[config.mk]
export PLATFORM = sky130hd
export DESIGN_NAME = vga_timing_ctrl
export DESIGN_NICKNAME = d
export VERILOG_FILES = /design/src/rtl/vga_timing_ctrl.sv
export SDC_FILE = /design/constraint.sdc
export NUM_CORES = 1
export LEC_CHECK = 0
export CAP_MARGIN = 20
export CORE_UTILIZATION = 30
export CTS_CLUSTER_DIAMETER = 200
export CTS_CLUSTER_SIZE = 10
export DETAILED_ROUTE_END_ITERATION = 12
export GPL_TIMING_DRIVEN = 0
export PLACE_DENSITY = 0.64
export SETUP_SLACK_MARGIN = 0.2
export SLEW_MARGIN = 20
export SYNTH_ARGS = -nofsm -noshare
export SYNTH_HDL_FRONTEND = slang
export SYNTH_SLANG_ARGS = --single-unit
[constraint.sdc]
create_clock -name clk -period 1.8 [get_ports clk]
set_input_delay 0.36 -clock clk [delete_from_list [all_inputs] [get_ports clk]]
set_output_delay 0.36 -clock clk [all_outputs]
set_load 0.01 [all_outputs]
[src/rtl/vga_timing_ctrl.sv]
// Raster timing generator for the 640x480@60 VGA path: pixel divider, h/v counters, sync/blank decode.
// Optional macro VGA_SYNC_DELAY_EN delays hsync/vsync/blank_n by SYNC_DLY pixels to track a registered RGB stage.
module vga_timing_ctrl #(
   parameter int CLK_DIV  = 2,
   parameter int H_ACTIVE = 640,
   parameter int H_FP     = 16,
   parameter int H_SYNC   = 96,
   parameter int H_BP     = 48,
   parameter int V_ACTIVE = 480,
   parameter int V_FP     = 10,
   parameter int V_SYNC   = 2,
   parameter int V_BP     = 33,
   parameter int SYNC_DLY = 2
) (
   input  logic       clk,
   input  logic       rst_n,
   output logic       pix_tick,
   output logic       vga_clk,
   output logic [9:0] x,
   output logic [9:0] y,
   output logic       hsync,
   output logic       vsync,
   output logic       blank_n,
   output logic       sync_n,
   output logic       line_start,
   output logic       frame_start
);

   localparam int H_TOTAL = H_ACTIVE + H_FP + H_SYNC + H_BP;
   localparam int V_TOTAL = V_ACTIVE + V_FP + V_SYNC + V_BP;
   localparam int DIV_W   = (CLK_DIV > 2) ? $clog2(CLK_DIV) : 1;

   localparam logic [DIV_W-1:0] DIV_LAST = DIV_W'(CLK_DIV - 1);
   localparam logic [DIV_W-1:0] DIV_HALF = DIV_W'(CLK_DIV / 2);
   localparam logic [9:0]       H_LAST   = 10'(H_TOTAL - 1);
   localparam logic [9:0]       V_LAST   = 10'(V_TOTAL - 1);
   localparam logic [9:0]       H_VIS    = 10'(H_ACTIVE);
   localparam logic [9:0]       V_VIS    = 10'(V_ACTIVE);
   localparam logic [9:0]       HS_START = 10'(H_ACTIVE + H_FP);
   localparam logic [9:0]       HS_END   = 10'(H_ACTIVE + H_FP + H_SYNC);
   localparam logic [9:0]       VS_START = 10'(V_ACTIVE + V_FP);
   localparam logic [9:0]       VS_END   = 10'(V_ACTIVE + V_FP + V_SYNC);

   generate
      if (CLK_DIV < 2 || (CLK_DIV % 2) != 0) begin : g_bad_clk_div
         $error("vga_timing_ctrl: CLK_DIV must be even and >= 2");
      end
      if (SYNC_DLY < 1) begin : g_bad_sync_dly
         $error("vga_timing_ctrl: SYNC_DLY must be >= 1");
      end
      if (H_TOTAL > 1024 || V_TOTAL > 1024) begin : g_bad_total
         $error("vga_timing_ctrl: raster totals must fit the 10-bit counters");
      end
   endgenerate

   logic [DIV_W-1:0] div_cnt;
   logic [DIV_W-1:0] div_next;
   logic [9:0]       x_next;
   logic [9:0]       y_next;
   logic             line_wrap;
   logic             frame_wrap;
   logic             hs_now;
   logic             vs_now;
   logic             bl_now;
   logic             hs_next;
   logic             vs_next;
   logic             bl_next;

   assign pix_tick = (div_cnt == DIV_LAST);
   assign sync_n   = 1'b0;

   // Sync/blank are decoded from the next count so the registered versions land on the same edge as x/y.
   always_comb begin
      div_next   = pix_tick ? '0 : div_cnt + 1'b1;
      line_wrap  = pix_tick && (x == H_LAST);
      frame_wrap = line_wrap && (y == V_LAST);
      x_next     = x;
      y_next     = y;
      if (pix_tick) begin
         if (line_wrap) begin
            x_next = '0;
            y_next = frame_wrap ? '0 : y + 10'd1;
         end else begin
            x_next = x + 10'd1;
         end
      end
      hs_next = !((x_next >= HS_START) && (x_next < HS_END));
      vs_next = !((y_next >= VS_START) && (y_next < VS_END));
      bl_next = (x_next < H_VIS) && (y_next < V_VIS);
   end

   always_ff @(posedge clk or negedge rst_n) begin
      if (!rst_n) begin
         div_cnt     <= '0;
         vga_clk     <= 1'b0;
         x           <= '0;
         y           <= '0;
         hs_now      <= 1'b1;
         vs_now      <= 1'b1;
         bl_now      <= 1'b1;
         line_start  <= 1'b0;
         frame_start <= 1'b0;
      end else begin
         div_cnt     <= div_next;
         vga_clk     <= (div_next >= DIV_HALF);
         x           <= x_next;
         y           <= y_next;
         hs_now      <= hs_next;
         vs_now      <= vs_next;
         bl_now      <= bl_next;
         line_start  <= line_wrap;
         frame_start <= frame_wrap;
      end
   end

`ifdef VGA_SYNC_DELAY_EN
   logic [SYNC_DLY-1:0] hs_pipe;
   logic [SYNC_DLY-1:0] vs_pipe;
   logic [SYNC_DLY-1:0] bl_pipe;

   // Stages step once per pixel, so the lag is SYNC_DLY pixels regardless of CLK_DIV.
   always_ff @(posedge clk or negedge rst_n) begin
      if (!rst_n) begin
         hs_pipe <= '1;
         vs_pipe <= '1;
         bl_pipe <= '0;
      end else if (pix_tick) begin
         hs_pipe[0] <= hs_now;
         vs_pipe[0] <= vs_now;
         bl_pipe[0] <= bl_now;
         for (int i = 1; i < SYNC_DLY; i++) begin
            hs_pipe[i] <= hs_pipe[i-1];
            vs_pipe[i] <= vs_pipe[i-1];
            bl_pipe[i] <= bl_pipe[i-1];
         end
      end
   end

   assign hsync   = hs_pipe[SYNC_DLY-1];
   assign vsync   = vs_pipe[SYNC_DLY-1];
   assign blank_n = bl_pipe[SYNC_DLY-1];
`else
   assign hsync   = hs_now;
   assign vsync   = vs_now;
   assign blank_n = bl_now;
`endif

endmodule

==> results.cfg <==
[status]
status = complete, but fails checks
violations = setup timing

[logic_synthesis]
synth_seq_cells = 26
yosysWarnings = 0
synth-seq-area-share_pct = 44.4
synth_top_area_share_pct = 39.0
syn_area_per_cell_sq_um = 9.90
ys_types = 48
synth_top_cell_by_area = dfrtp_1
async_reset_ff_share_pct = 100
synthTopCellsByArea = dfrtp_1, dfstp_2, nand2_1
syn-num-nets = 154
synth_ff_type = dfrtp_1
syn-cell-area_sq_um = 1480
syn-instance-count = 149
synth_edf_count = 0

[setup_path]
crit_start = y[6]$_DFF_PN0_
rr_worst_depth = 5
timing.rr.end = vsync$_DFF_PN1_
cp_data_required_time_ns = 2.00
worst_r2r_startpoint = y[6]$_DFF_PN0_
cp-end-kind = register
critPathLaunchType = register
cp_max_fo = 3
critPathKind = register to register
crit_arrival_ns = 2.25
rrSetupSlack_ns = -0.25
endpoint = vsync$_DFF_PN1_

[final_layout]
seqCellArea_sq_um = 667
layout_commonest_cell = buf_4
stdcell_area_sq_um = 2330
fill_cells = 440
drive_gt1_share_pct = 40.9
layout.nets = 226
diodes = 0
multi_input_area_sq_um = 823
syn_to_final_growth_pct = 57.9
layout_common_cells = buf_4, nand2_1, dlygate4sd2_1, dfrtp_1, buf_6
finalNonFillerCells = 287

[placement]
preCtsSetupSlack_ns = -0.346
io_buffers = 28
place_congestion = 0.781
dp_hpwl_mm = 2.24
place_area_sq_um = 1870
place_inst = 244

[clock_tree]
clk_pin_slew_ns = 0.10
cts-htree-levels = 1
cts_tree = done
clockRootBuffer = clkbuf_8
cts.path.max_buffers = 2
insertion_delay_ns = 0.27
cts_inserted_buffers = 3
cts_sinks = 26

[detailed_routing]
vias = 1432
first_iter_violations = 102
wl_per_cell_um = 14.3
totalWireLength_mm = 4.10
dr.pass1.iters = 8
ant_nets = 0
viasPerCell = 4.99
drc = 0

[sta]
fin_ws_ns = -0.251
max_slew_margin_pct = 61.1
fin_skew_ns = 0.00699
worst_pin_slew_ns = 0.583
slew_viol_final = 0
max_freq_ghz = 0.488
hold_violations = 0
rsz0062_at_grt = true
fin_crit_sh_pct = 114
setup_viol = 5
period_needed_ns = 2.05
fin_setup_tns_ns = -0.685

[power_and_ir_drop]
p_leak_nw = 1.05
peakVddDrop_mv = 0.317
fin_total_pwr_mw = 0.988
powerDensity_nw_per_um2 = 424

[floorplan]
die_h_um = 72.1
die_w_um = 72.1
rows = 25
die-area_sq_um = 5200
core_sq_um = 4720
num_io_pins = 30
start_util_pct = 31.2

[global_route]
overflow = 0
grt_max_degree = 27
grt_pass1_wl_mm = 6.18
grt_pass1_vias = 1266
grtUsageTotal_pct = 15.3
antenna_found_initial = 0

[run]
max-cap-violations = 0

[hold_path]
hp-class = primary input to async pin
## kinds of logic after synthesis
kind of cell	after synthesis	synth area share, %
compound gates	27	13.0
fa+ha+maj	3	2.54
buf+inv	14	5.77
flops	26	44.4
xor+xnor	10	5.94
simple gates	66	26.6
mux	2	1.53
other cells	1	0.254
## per-layer routing
metal  part of all wire [%]  routed length, um  global-route usage [%]
met5                      0                  0                       0
met4                    1.1                 46                    6.32
met3                    3.2                133                    1.53
met2                     51               2090                    24.8
met1                     45               1830                    21.0
## critical path, stage by stage, from the launching register on
cell      delay, ns
dfrtp_2        0.41
or4_4          0.56
nor4_4         0.34
a21o_1         0.18
a31oi_4        0.12
a2111o_1       0.36
## sequential cells by signal, indices dropped and copies added, names as in the netlist
| register | flops |
|---|---|
| blank_n | 1 |
| frame_start | 1 |
| hsync | 1 |
| line_start | 1 |
| pix_tick | 1 |
| vsync | 1 |
| x | 10 |
| y | 10 |
## report_power, final
part           switching (mW)  total [mW]  internal (mW)  leakage [nW]
logic                  0.0122      0.0144        0.00217         0.696
registers                   0       0.584          0.584         0.325
clock network           0.194       0.390          0.196        0.0288
total                   0.206       0.988          0.782          1.05
## synth_stat cells, types with 4 or more instances
master and number:
dfrtp_1 23, nand2_1 20, nor2_1 11, nand4_1 8
inv_1 6, xnor2_1 6, nand3_1 5, o21ai_0 5
a31oi_1 4, nand4b_1 4, or3_1 4, xor2_1 4
## how the worst min path moves through the flow
stage                              start               endpoint  slack, ns  depth (start not counted)
after detailed placement           rst_n         y[5]$_DFF_PN0_       0.40                          1
final                              rst_n  frame_start$_DFF_PN0_       0.07                          1
after CTS                          rst_n  frame_start$_DFF_PN0_       0.10                          1
after floorplan                    rst_n  frame_start$_DFF_PN0_       0.06                          0
after global placement    x[1]$_DFF_PN0_         x[1]$_DFF_PN0_       0.54                          1
after global routing               rst_n         y[6]$_DFF_PN0_       0.13                          1
## through the flow
step | hold slack, ns | util (%)
after floorplan | 0.0644 | -
after global placement | 0.536 | 39.7
after detailed placement | 0.400 | 39.6
after CTS | 0.103 | 47.7
after global routing | 0.126 | 49.3
final | 0.0732 | 49.3
## layout make-up
class / count / area share, %
clock buffers: 4 / 2.36
multi-input cells: 109 / 35.3
well taps: 67 / 3.60
plain buffers: 8 / 3.65
inverters: 6 / 1.18
repair buffers: 67 / 25.2
flip-flops and latches: 26 / 28.6
## timing repair
action | in CTS | in global routing
gates resized for setup | 49 | 12
buffers inserted | 34 | 5
hold buffers | 0 | 0
pin swaps | 19 | 5
endpoints found under the setup margin | 39 | 21
No activity file was read; power rests on OpenSTA's default activity.
